[src/rtl/divider_4bit_seq.sv]
// Sequential restoring divider: one quotient bit per clock.
// Q/R/div_by_zero are registered and change only on a done edge or on reset.
module divider_4bit_seq #(
    parameter int WIDTH = 4
) (
    input  logic             clk,
    input  logic             rst_n,
    input  logic             start,
    input  logic [WIDTH-1:0] X,
    input  logic [WIDTH-1:0] Y,
    output logic [WIDTH-1:0] Q,
    output logic [WIDTH-1:0] R,
    output logic             busy,
    output logic             done,
    output logic             div_by_zero
);

    localparam int CW = $clog2(WIDTH);

    typedef enum logic {IDLE, RUN} state_t;

    state_t           state_q, state_d;
    // Dividend bits shift out of the MSB while quotient bits shift into the
    // LSB, so after WIDTH steps this register holds the quotient.
    logic [WIDTH-1:0] dvd_q, dvd_d;
    logic [WIDTH-1:0] dvs_q, dvs_d;
    logic [WIDTH-1:0] rem_q, rem_d;
    logic [CW-1:0]    cnt_q, cnt_d;
    logic [WIDTH-1:0] q_q, q_d;
    logic [WIDTH-1:0] r_q, r_d;
    logic             done_q, done_d;
    logic             dbz_q, dbz_d;

    logic [WIDTH:0]   trial;
    logic             ge;
    logic [WIDTH-1:0] rem_sub;
    logic [WIDTH-1:0] rem_step;
    logic [WIDTH-1:0] quo_step;

    // One restoring step. When trial >= divisor the difference fits in
    // WIDTH bits, so the subtraction only needs the low WIDTH bits.
    always_comb begin
        trial    = {rem_q, dvd_q[WIDTH-1]};
        ge       = (trial >= {1'b0, dvs_q});
        rem_sub  = trial[WIDTH-1:0] - dvs_q;
        rem_step = ge ? rem_sub : trial[WIDTH-1:0];
        quo_step = {dvd_q[WIDTH-2:0], ge};
    end

    // Next-state and datapath control; everything holds by default.
    always_comb begin
        state_d = state_q;
        dvd_d   = dvd_q;
        dvs_d   = dvs_q;
        rem_d   = rem_q;
        cnt_d   = cnt_q;
        q_d     = q_q;
        r_d     = r_q;
        dbz_d   = dbz_q;
        done_d  = 1'b0;
        case (state_q)
            IDLE: begin
                if (start) begin
                    if (Y != '0) begin
                        dvd_d   = X;
                        dvs_d   = Y;
                        rem_d   = '0;
                        cnt_d   = CW'(WIDTH - 1);
                        state_d = RUN;
                    end else begin
                        // Divide by zero resolves immediately without RUN.
                        q_d    = '1;
                        r_d    = X;
                        dbz_d  = 1'b1;
                        done_d = 1'b1;
                    end
                end
            end
            RUN: begin
                rem_d = rem_step;
                dvd_d = quo_step;
                if (cnt_q == '0) begin
                    q_d     = quo_step;
                    r_d     = rem_step;
                    dbz_d   = 1'b0;
                    done_d  = 1'b1;
                    state_d = IDLE;
                end else begin
                    cnt_d = cnt_q - 1'b1;
                end
            end
            default: state_d = IDLE;
        endcase
    end

    // State and datapath registers, cleared asynchronously.
    always_ff @(posedge clk or negedge rst_n) begin
        if (!rst_n) begin
            state_q <= IDLE;
            dvd_q   <= '0;
            dvs_q   <= '0;
            rem_q   <= '0;
            cnt_q   <= '0;
            q_q     <= '0;
            r_q     <= '0;
            done_q  <= 1'b0;
            dbz_q   <= 1'b0;
        end else begin
            state_q <= state_d;
            dvd_q   <= dvd_d;
            dvs_q   <= dvs_d;
            rem_q   <= rem_d;
            cnt_q   <= cnt_d;
            q_q     <= q_d;
            r_q     <= r_d;
            done_q  <= done_d;
            dbz_q   <= dbz_d;
        end
    end

    assign Q           = q_q;
    assign R           = r_q;
    assign busy        = (state_q == RUN);
    assign done        = done_q;
    assign div_by_zero = dbz_q;

endmodule
[config.mk]
export PLATFORM = sky130hd
export DESIGN_NAME = divider_4bit_seq
export DESIGN_NICKNAME = d
export VERILOG_FILES = /design/src/rtl/divider_4bit_seq.sv
export SDC_FILE = /design/constraint.sdc
export NUM_CORES = 1
export LEC_CHECK = 0
export CAP_MARGIN = 20
export CELL_PAD_IN_SITES_DETAIL_PLACEMENT = 0
export CELL_PAD_IN_SITES_GLOBAL_PLACEMENT = 1
export CORE_UTILIZATION = 43
export CTS_BUF_LIST = sky130_fd_sc_hd__clkbuf_16
export DETAILED_ROUTE_END_ITERATION = 8
export GPL_TIMING_DRIVEN = 1
export PLACE_DENSITY_LB_ADDON = 0.15
export SETUP_SLACK_MARGIN = 0.5
export SYNTH_ARGS = -nofsm -noshare
export SYNTH_HDL_FRONTEND = slang
export SYNTH_SLANG_ARGS = --single-unit
[constraint.sdc]
create_clock -name clk -period 4.66 [get_ports clk]
set_input_delay 0.699 -clock clk [delete_from_list [all_inputs] [get_ports clk]]
set_output_delay 0.699 -clock clk [all_outputs]
set_load 0.01 [all_outputs]
# Yosys cells after proc, flatten, opt, wreduce, memory -nomap -nowiden
# Cells that the tools add are included.
word_totals:
  output_inout_bits: 11
  regBits: 25
  inputBits: 11
  wordCells: 55
op_classes:
  bitwise_logic: 1
  n_addsub: 2
  n_eq_ne: 5
  order_cmp: 1
  reduce_logical: 6
  mux: 31
op_table:
  columns: ["cell", "count"]
  rows:
  - ["$mux W4", 11]
  - ["$pmux W4 S2", 4]
  - ["$mux W1", 9]
  - ["$reduce_and A3 Y1", 3]
  - ["$ne A2 B2 Y1 const B", 4]
  - ["$mux W2", 3]
  - ["$pmux W1 S2", 3]
  - ["$ge A5 B4 Y1", 1]
  - ["$pmux W2 S2", 1]
  - ["$reduce_bool A4 Y1", 1]
  - ["$sub A4 B4 Y4", 1]
  - ["$logic_not A2 Y1", 1]
  - ["$ne A2 B1 Y1 const B", 1]
  - ["$reduce_and A2 Y1", 1]
  - ["$sub A2 B1 Y2 const B", 1]
  - ["$not A1 Y1", 1]

# Logic depth before layout (Yosys ltp)
# Gate-level depths: netlist of run 1.
logic_depth:
  word_depth: 4
  depth_mapped: 7
  mapped_depth_nobuf: 7

# Worst setup path after synthesis of run 1
# Ideal clock, no wire load.
synth_timing:
  kind: "register to register"
  startpoint: "register rem_q[1]"
  endpoint: "register r_q[0], in the netlist R[0]"
  path_buffers: 0
  setup_ns: 0.092
  stages_incl_launch_ff: 7
  period_less_slack_ns: 1.832
  arrival_ns: 1.740
  t_required_ns: 4.568
  setup_slack_ns: 2.828
  path_cell_list: "dfrtp_1 -> ha_1 -> a21oi_1 -> o21ai_2 -> a21oi_2 -> mux2_2 -> o221ai_1"
synth_via:
  elab_chain_cells: 4
synth_lines:
  columns: ["item", "line", "text"]
  rows:
  - ["start, declared", "27", "logic [WIDTH-1:0] rem_q, rem_d;"]
  - ["start signal, assigned", "112", "rem_q <= rem_d;"]
  - ["$ge A5 B4 Y1", "44", "ge = (trial >= {1'b0, dvs_q});"]
  - ["$mux W4", "46", "rem_step = ge ? rem_sub : trial[WIDTH-1:0];"]
  - ["$mux W4", "82", "if (cnt_q == '0) begin"]
  - ["$pmux W4 S2", "61", "case (state_q)"]
  - ["end signal, assigned", "115", "r_q <= r_d;"]
  - ["end, declared", "30", "logic [WIDTH-1:0] r_q, r_d;"]
# No other way between the ends. The select of a mux whose other input is x is not followed.
# A chain may end at the register's enable or synchronous reset.

# Final worst setup path of run 1
layout_timing:
  startpoint: "register state_q, in the netlist busy"
  endpoint: "output port busy"
layout_rtl:
  columns: ["item", "line", "text"]
  rows:
  - ["start, declared", "22", "state_t state_q, state_d;"]
  - ["start signal, assigned", "109", "state_q <= state_d;"]
  - ["end, declared", "13", "output logic busy,"]
# No word-level cell between the ends.

==> qor.yml, run 1 <==
run_status:
  status: "completed"
setup_path:
  critPathLaunchType: "flop"
  r2r_end: "R[0]"
  slowest_stage: "dfrtp_1"
  worstPathRequired_ps: 3960
  slowest_delay_ps: 740
  worstPathArrival_ps: 1660
  r2r_cells: 6
  crit_buf_inv: 1
  reg2reg_slack_ps: 2600
  crit_type: "reg -> out"
  path_max_fanout: 20
  r2r-start: "rem_q[1]"
  cp-end-kind: "primary output"
  crit_family: "flip-flops"
  path_cells: "clkdlybuf4s50_1"
yosys:
  yosysTopAreaCell: "dfrtp_1"
  yosysSeqAreaShare_pct: 49.5
  postSynthAreaPerCell_sq_um: 10.6
  synth-seq-cells: 25
  synth.area.top_cells: "dfrtp_1 49%, mux2i_1 6.3%, ha_1 4.9%"
  async_flop_share_pct: 100
  synth-edff-count: 0
  synth-warning-count: 0
  ys.flop_type: "dfrtp_1"
  synth_top_area_share_pct: 49.5
  synthesis.area_sq_mm: 0.00126
  syn_inst: 119
  ys_top_cells_by_count: "25 x dfrtp_1, 14 x nand2_1, 10 x inv_1"
  post-synth-top-count-cell: "dfrtp_1"
  synth_fp_nets: 136
  yosysUniqueCellTypes: 35
power:
  ir_drop_v: 0.000452
  clock_power_share_pct: 16.7
  pwr-share-comb_pct: 49.2
  p_total_w: 0.00118
  sw_frac_of_total_pct: 39.1
  p_sw_w: 0.000463
  intPower_w: 0.000721
  p_per_area_mw_per_mm2: 738
  cellLeakagePower_nw: 0.718
  power_frac_seq_pct: 34.1
grt:
  grt_pass1_vias: 893
  antenna_found_initial: 0
  grt_first_pass_wirelength_mm: 4.13
  grt.overflow.total: 0
  grt_max_degree: 26
  grtUsageTotal_pct: 17.6
floorplanning:
  die_w_um: 56.2
  fp.dieArea_sq_mm: 0.00316
  ioPinCount: 22
  start_util_pct: 45.5
  core_area_sq_mm: 0.00278
  die_h_um: 56.2
  num_rows: 19
drt:
  routed.top_layer: "met4"
  met2_wirelength_mm: 1.20
  vias_per_cell: 5.46
  ant_nets: 0
  drt-initial-drc-count: 13
  dr_wl_met3_um: 89
  route.detailed.drc: 0
  vias: 945
  drt_pass1_iterations: 4
  wl_per_cell_um: 14.2
  wl_met1_mm: 1.12
  wirelength_mm: 2.45
placed_design:
  hpwl_mm: 1.84
  numPortBuffers: 21
  gp_congestion: 0.753
cells_and_area:
  drive_gt1_share_pct: 9.15
  fillers: 276
  antenna_cells: 0
  seq_area_sq_um: 626
  nets: 160
  multi_input_area_sq_um: 582
  syn2layout_area_growth_pct: 26.8
clocking:
  cts_tree: "yes"
  cts_post_setup_buffers_inserted: 0
  insertion_delay_ps: 260
  clk_pin_slew_ps: 70
  clock_path_buffers: 2
  cts.repair.resized: 0
  root_buffer: "clkbuf_16"
  cts-hold-fix-buffers: 0
  cts-buffers-inserted: 3
  cts_max_level: 1
  cts_sinks: 25
worst_hold_path:
  holdPathEnd: "Q[1]"
  hold_path.class: "reg -> reg"
  min_path_cells: 1
  min_from: "Q[1]"
timing:
  fin_crit_ps: 2360
  finalMaxSlewViolations: 0
  period_share_pct: 50.7
  timing.hold.ws_ps: 496
  fin_skew_ps: 3.34
  setup_viol: 0
  rsz0062_at_grt: "false"
  clock.fmax_ghz: 0.423
  fin_tns_setup_ps: 0
  slew_headroom_pct: 58.0
  worst_slew_pin_slew_ps: 630
  hold_viol: 0
flow_run:
  drv_cap: 0
==> through the flow <==
step	setup slack [ps]	area, sq um	util [%]	cells
floorplan	2830	1260	-	119
global placement	2170	1490	53.7	168
detailed placement	2110	1490	53.7	168
CTS	2270	1580	56.7	172
global route	2220	1600	57.7	173
finish	2300	1600	57.7	173
==> worst max-delay path by stage <==
| stage | from | end | slack, ps | cells past startpoint |
|---|---|---|---|---|
| 5_1_grt | busy | busy | 2220 | 1 |
| 2_1_floorplan | rem_q[1] | R[0] | 2830 | 6 |
| 4_1_cts | busy | busy | 2270 | 1 |
| 3_3_place_gp | Y[1] | dvd_q[0] | 2170 | 6 |
| 3_5_place_dp | Y[1] | dvd_q[0] | 2110 | 6 |
| 6_report | busy | busy | 2300 | 1 |
==> logic make-up (layout without fill, tap and decap cells) <==
group | count (synthesis) | in the layout | synth area share, %
AO/OA/AOI/OAI | 29 | 29 | 16.2
XOR/XNOR | 1 | 1 | 0.693
adder cells (fa/ha/maj) | 6 | 6 | 6.53
buffers and inverters | 13 | 36 | 4.55
flip-flops | 25 | 25 | 49.5
multiplexers | 11 | 11 | 9.00
AND/OR/NAND/NOR | 34 | 34 | 13.6
==> layout by cell type, fill, tap and decap left out, drive strengths merged <==
cell,n
or3,1
mux2,3
o211a,1
a22oi,1
clkinvlp,1
ha,5
nor2b,1
nand3b,1
a21oi,4
fa,1
o21ai,11
nand2b,1
o31ai,1
nor4,1
inv,10
mux2i,8
and2,2
nor2,8
o22a,3
a211oi,2
clkbuf,3
or2,1
dfrtp,25
xnor2,1
nand3,4
buf,1
clkdlybuf4s50,21
a31oi,2
o22ai,1
o221ai,3
nand2,14
==> metal layers <==
metal  global-route usage [%]  vias up
met5                        0        -
met4                     9.41        0
met3                     3.95        5
met2                     27.6       19
met1                     22.7      453
li1                         -      468
==> flip-flops by register name (all words and copies together), names as in the netlist <==
register,flops
cnt_q,2
Q,4
dvs_q,4
R,4
done,1
busy,1
dvd_q,4
div_by_zero,1
rem_q,4
==> layout make-up <==
type                       instances  share of cell area [%]
sequential                        25                    39.0
multi-input combinational         81                    36.3
timing repair buffer              22                    14.8
clock buffer                       3                    4.68
tap                               31                    2.42
inverter                          10                    2.34
clock inverter                     1                   0.468
==> power groups by stage <==
stage | Sequential [W] | Clock [W] | Combinational [W]
floorplan | 0.000393 | 0 | 0.000407
global placement | 0.000407 | 0 | 0.000572
detailed placement | 0.000410 | 0 | 0.000591
CTS | 0.000406 | 0.000202 | 0.000593
global route | 0.000419 | 0.000213 | 0.000661
finish | 0.000404 | 0.000197 | 0.000583
(Power assumes the default switching activity.)
==> inputs of run 2 (changes only) <==
--- a/config.mk
+++ b/config.mk
@@ -8,7 +8,7 @@
 export CAP_MARGIN = 20
 export CELL_PAD_IN_SITES_DETAIL_PLACEMENT = 0
 export CELL_PAD_IN_SITES_GLOBAL_PLACEMENT = 1
-export CORE_UTILIZATION = 43
+export CORE_UTILIZATION = 36
 export CTS_BUF_LIST = sky130_fd_sc_hd__clkbuf_16
 export DETAILED_ROUTE_END_ITERATION = 8
 export GPL_TIMING_DRIVEN = 1
==> constraint.sdc (replaced) <==
create_clock -name clk -period 2.15 [get_ports clk]
set_input_delay 0.3225 -clock clk [delete_from_list [all_inputs] [get_ports clk]]
set_output_delay 0.3225 -clock clk [all_outputs]
set_load 0.01 [all_outputs]
==> run 2 against run 1 <==
  * Sequential power is 110% higher
  * Critical path depth increased by 6
  * Critical endpoint is now R[2]
  * Cell area grew 19%
  * Via count is 11% higher
  * Largest cell class is now multi-input combinational cells
  * Non-clock buffer count is 17 higher
  * Clock skew is 1.4 ps higher
  * Final cell count is 18% higher
  * Worst setup slack lost 1900 ps
==> qor.yml, run 2 (synthesized netlist as in run 1, its figures left out) <==
run_status:
  status: "completed"  # unchanged
clocking:
  insertion_delay_ps: 260  # about the same
  root_buffer: "clkbuf_16"  # unchanged
  clk_pin_slew_ps: 60  # was 70 ps
  cts-hold-fix-buffers: 0  # unchanged
  clock_path_buffers: 2  # unchanged
  cts_tree: "yes"  # unchanged
  cts_sinks: 25  # unchanged
  cts-buffers-inserted: 3  # unchanged
  cts_max_level: 1  # unchanged
cells_and_area:
  layout_commonest_cell: "dfrtp_1"  # unchanged
  final_area_sq_mm: 0.00191  # was 0.00160 sq mm
  syn2layout_area_growth_pct: 50.8  # was 26.8%
  finish.utilization_pct: 56.7  # was 57.7%
  drive_gt1_share_pct: 32.1  # was 9.15%
  nets: 177  # was 160
  antenna_cells: 0  # unchanged
  final_cells: 205  # was 173
  layout_common_cells: "24 x dfrtp_1, 19 x clkdlybuf4s50_1, 13 x buf_4, 12 x nand2_1, 8 x inv_1"  # was 25 x dfrtp_1, 21 x clkdlybuf4s50_1, 14 x nand2_1, 10 x inv_1, 9 x o21ai_0
timing:
  fin_ws_ps: 400  # was 2300 ps
  rsz0062_at_grt: "true"  # was false
  clock.fmax_ghz: 0.571
  fin_skew_ps: 4.75  # was 3.34 ps
  worst_slew_pin_slew_ps: 405  # was 630 ps
  period_share_pct: 81.4
  setup_viol: 0  # unchanged
  fin_tns_setup_ps: 0  # unchanged
  slew_headroom_pct: 72.9  # was 58.0%
  finalMaxSlewViolations: 0  # unchanged
  hold_viol: 0  # unchanged
  fin_crit_ps: 1750
worst_hold_path:
  min_path_cells: 3  # was 1
  hold_path.class: "in -> reg"  # was reg -> reg
setup_path:
  critical_path.startpoint: "rem_q[1]"  # was busy
  r2r-start: "rem_q[1]"  # unchanged
  crit_type: "reg -> reg"  # was reg -> out
  cp-end-kind: "flop"  # was primary output
  reg2reg_slack_ps: 400  # was 2600 ps
  critPathLaunchType: "flop"  # unchanged
  r2r_cells: 7  # was 6
  endpoint: "R[2]"  # was busy
  worstPathRequired_ps: 2340  # was 3960 ps
  r2r_end: "R[2]"  # was R[0]
  path_max_fanout: 4  # was 20
  worstPathArrival_ps: 1940  # was 1660 ps
floorplanning:
  ioPinCount: 22  # unchanged
  core_area_sq_mm: 0.00336  # was 0.00278 sq mm
  die_h_um: 61.3  # was 56.2 um
  die_w_um: 61.3  # was 56.2 um
  start_util_pct: 37.6  # was 45.5%
  fp.dieArea_sq_mm: 0.00375  # was 0.00316 sq mm
  num_rows: 21  # was 19
drt:
  drt_pass1_iterations: 3  # was 4
  vias_per_cell: 5.10  # was 5.46
  wirelength_mm: 3.06  # was 2.45 mm
  vias: 1045  # was 945
  route.detailed.drc: 0  # unchanged
  drt-initial-drc-count: 23  # was 13
  wl_per_cell_um: 14.9  # was 14.2 um
  ant_nets: 0  # unchanged
placed_design:
  hpwl_mm: 2.02  # was 1.84 mm
  place_inst: 186  # was 168
  numPortBuffers: 21  # unchanged
  postPlaceCellArea_sq_mm: 0.00156  # was 0.00149 sq mm
  pre_cts_ws_ps: 208  # was 2110 ps
  gp_congestion: 0.717  # was 0.753
power:
  ir_drop_v: 0.000651  # was 0.000452 V
  cellLeakagePower_nw: 0.855  # was 0.718 nW
  p_per_area_mw_per_mm2: 1760  # was 738 mW/mm^2
grt:
  grt_first_pass_wirelength_mm: 4.62  # was 4.13 mm
  grt.overflow.total: 0  # unchanged
  antenna_found_initial: 0  # unchanged
  grt_max_degree: 26  # unchanged
  grt_pass1_vias: 974  # was 893
  grtUsageTotal_pct: 17.2  # was 17.6%
flow_run:
  drv_cap: 0  # unchanged
[run 2: critical path, cell delays in order (launching register included)]
cell and delay, ps:
dfrtp_1 410, ha_4 330, nand2_4 50, o21ai_4 160, a21oi_4 100, buf_6 130
or3_4 380, a31oi_4 120
[run 2: cell type report]
type	count	area (sq um)
multi-input combinational	81	738
sequential	25	627
inverter	10	37.5
timing repair buffer	39	369
tap	46	57.6
fill	323	1460
clock buffer	3	75.1
clock inverter	1	3.75
[run 2: power breakdown]
group | internal, W | switching (W)
logic | 0.00110 | 0.000985
registers | 0.000703 | 0.000161
clock network | 0.000249 | 0.000163
total | 0.00205 | 0.00131
[run 2: through the flow]
step | total power (W) | hold slack, ps
after global routing | 0.00362 | 427
after global placement | 0.00225 | 469
after detailed placement | 0.00230 | 479
after CTS | 0.00302 | 445
after floorplan | 0.00182 | 26.9
final | 0.00336 | 394
[run 2: timing repair]
item | CTS | global route
gates resized for setup | 12 | 24
setup buffers | 12 | 3
setup endpoints to repair | 11 | 19
pin swaps | 10 | 11
[run 2: per-layer routing]
layer | global-route usage, % | up-vias | part of all wire, %
met5 | 0 | - | 0
met4 | 5.84 | 0 | 1.9
met3 | 2.52 | 6 | 2.7
met2 | 28.4 | 19 | 48
met1 | 23.1 | 525 | 47
li1 | - | 495 | -
[run 2: how the worst min path moves through the flow]
stage,start,slack [ps],to
6_report,Y[2],390,dvs_q[2]
5_1_grt,Y[0],430,dvs_q[0]
4_1_cts,rst_n,450,rem_q[2]
3_5_place_dp,Q[3],480,Q[3]
3_3_place_gp,rem_q[3],470,rem_q[3]
2_1_floorplan,rst_n,30,Q[0]
==> inputs of run 3 (changes only) <==
==> constraint.sdc (replaced) <==
create_clock -name clk -period 1.6 [get_ports clk]
set_input_delay 0.24 -clock clk [delete_from_list [all_inputs] [get_ports clk]]
set_output_delay 0.24 -clock clk [all_outputs]
set_load 0.01 [all_outputs]
==> run 3 against run 2 <==
  * The run now ends with setup timing left
  * Non-clock buffer count grew 10
  * Largest cell class unchanged
  * Via count is 0.38% higher
  * Sequential power grew 30%
  * Critical path depth unchanged
  * Cell area increased by 3.7%
  * Largest power group unchanged
==> qor.yml, run 3 (synthesized netlist as in run 1, its figures left out) <==
placed_design:
  numPortBuffers: 21  # unchanged
  place_inst: 197  # was 186
  gp_congestion: 0.763  # was 0.717
  pre_cts_ws_ps: -255  # was 208 ps
  hpwl_mm: 2.04  # was 2.02 mm
drt:
  vias_per_cell: 4.88  # was 5.10
  route.detailed.drc: 0  # unchanged
  routed.top_layer: "met4"  # unchanged
  wl_per_cell_um: 13.1  # was 14.9 um
  wl_met1_mm: 1.32  # was 1.45 mm
  drt-initial-drc-count: 34  # was 23
  wirelength_mm: 2.81  # was 3.06 mm
  ant_nets: 0  # unchanged
  vias: 1049  # was 1045
  dr_wl_met3_um: 94  # was 83 um
  drt_pass1_iterations: 4  # was 3
  met2_wirelength_mm: 1.36  # was 1.47 mm
setup_path:
  worstPathArrival_ps: 1860  # was 1940 ps
  slowest_delay_ps: 370  # was 410 ps
  slowest_stage: "dfrtp_1"  # unchanged
  path_max_fanout: 4  # unchanged
  crit_type: "reg -> reg"  # unchanged
  cp-end-kind: "flop"  # unchanged
  worstPathRequired_ps: 1780  # was 2340 ps
  critPathLaunchType: "flop"  # unchanged
  path_cells: "inv_2, ha_4, a21oi_2, o21ai_2, a21oi_4, mux2_4, o221ai_2"  # was ha_4, nand2_4, o21ai_4, a21oi_4, buf_6, or3_4, a31oi_4
  r2r_cells: 7  # unchanged
cells_and_area:
  antenna_cells: 0  # unchanged
  finish.utilization_pct: 58.9  # was 56.7%
  syn2layout_area_growth_pct: 56.5  # was 50.8%
  multi_input_area_sq_um: 752  # was 738 sq um
  nets: 187  # was 177
  layout_commonest_cell: "dfrtp_1"  # unchanged
  fillers: 315  # was 323
  layout_common_cells: "24 x dfrtp_1, 19 x buf_4, 10 x nand2_1, 10 x buf_2, 9 x buf_6"  # was 24 x dfrtp_1, 19 x clkdlybuf4s50_1, 13 x buf_4, 12 x nand2_1, 8 x inv_1
  seq_area_sq_um: 627  # unchanged
  final_cells: 215  # was 205
  drive_gt1_share_pct: 47.9  # was 32.1%
clocking:
  cts_sinks: 25  # unchanged
  clk_pin_slew_ps: 60  # about the same
  clock_path_buffers: 2  # unchanged
  cts-buffers-inserted: 3  # unchanged
  insertion_delay_ps: 260  # about the same
  cts_max_level: 1  # unchanged
  root_buffer: "clkbuf_16"  # unchanged
  cts_tree: "yes"  # unchanged
grt:
  grt_first_pass_wirelength_mm: 4.93  # was 4.62 mm
  grtUsageTotal_pct: 18.2  # was 17.2%
  antenna_found_initial: 0  # unchanged
  grt_max_degree: 26  # unchanged
  grt.overflow.total: 0  # unchanged
  grt_pass1_vias: 1032  # was 974
power:
  p_per_area_mw_per_mm2: 2220  # was 1760 mW/mm^2
  cellLeakagePower_nw: 0.903  # was 0.855 nW
  ir_drop_v: 0.00102  # was 0.000651 V
  p_total_w: 0.00439  # was 0.00336 W
floorplanning:
  start_util_pct: 37.6  # unchanged
  fp.dieArea_sq_mm: 0.00375  # unchanged
  core_area_sq_mm: 0.00336  # unchanged
  die_h_um: 61.3  # unchanged
  ioPinCount: 22  # unchanged
  num_rows: 21  # unchanged
  die_w_um: 61.3  # unchanged
flow_run:
  drv_cap: 0  # unchanged
timing:
  worst_slew_pin_slew_ps: 332  # was 405 ps
  clock.fmax_ghz: 0.595  # was 0.571 GHz
  hold_viol: 0  # unchanged
  setup_viol: 7  # was 0
  finalMaxSlewViolations: 0  # unchanged
  rsz0062_at_grt: "true"  # unchanged
  slew_headroom_pct: 77.9  # was 72.9%
  fin_tns_setup_ps: -303  # was 0 ps
  period_share_pct: 105  # was 81.4%
  fin_ws_ps: -80.8  # was 400 ps
  fin_skew_ps: 1.49  # was 4.75 ps
  fin_crit_ps: 1680  # was 1750 ps
worst_hold_path:
  min_path_cells: 3  # unchanged
  hold_path.class: "in -> reg"  # unchanged
run_status:
  failed_checks: "setup timing"
  status: "finished, violations left"  # was completed
## run 3: what timing repair did
item	CTS	global route
setup endpoints to repair	36	27
gates resized for setup	89	14
cloned	0	0
hold buffers	0	0
pin swaps	7	11
setup buffers	10	4
## run 3: area by class of cell
type                       count  area share, %
inverter                      10           2.28
sequential                    25           31.7
tap                           46           2.91
timing repair buffer          49           21.2
multi-input combinational     81           38.0
clock inverter                 1          0.190
clock buffer                   3           3.79
## run 3: path summary, 6_finish.rpt
| kind | start | end | slack (ps) |
|---|---|---|---|
| worst max-delay path | dvs_q[2] | R[0] | -80 |
| worst min-delay path | Y[2] | dvs_q[2] | 190 |
| worst max register to register | dvs_q[2] | R[0] | -80 |
| worst min register to register | Q[3] | Q[3] | 490 |
| max in group asynchronous | rst_n | busy | 980 |
| min in group asynchronous | rst_n | dvd_q[3] | 350 |
## run 3: critical path: cells and delay by family, from the launching register on
family | cells | cell delay, ps
fa+ha+maj | 1 | 210
mux | 1 | 340
flops | 1 | 370
buf+inv | 1 | 80
compound gates | 4 | 600
## run 3: where the power goes
part / total [W] / leakage, nW / internal [W] / switching (W)
Sequential: 0.00112 / 0.295 / 0.000944 / 0.000180
Combinational: 0.00273 / 0.565 / 0.00142 / 0.00131
Clock: 0.000542 / 0.0423 / 0.000334 / 0.000209
Total: 0.00439 / 0.903 / 0.00270 / 0.00170
## run 3: routing by layer
layer	track usage, %	vias to the layer above
met5	0	-
met4	5.84	0
met3	3.15	4
met2	29.5	17
met1	24.9	509
li1	-	519
## run 3: stage by stage
| step | hold WS, ps | instance area [sq um] |
|---|---|---|
| after floorplan | -55.6 | 1350 |
| after global placement | 479 | 1710 |
| after detailed placement | 480 | 1710 |
| after CTS | 209 | 1920 |
| after global routing | 192 | 1980 |
| final | 185 | 1980 |
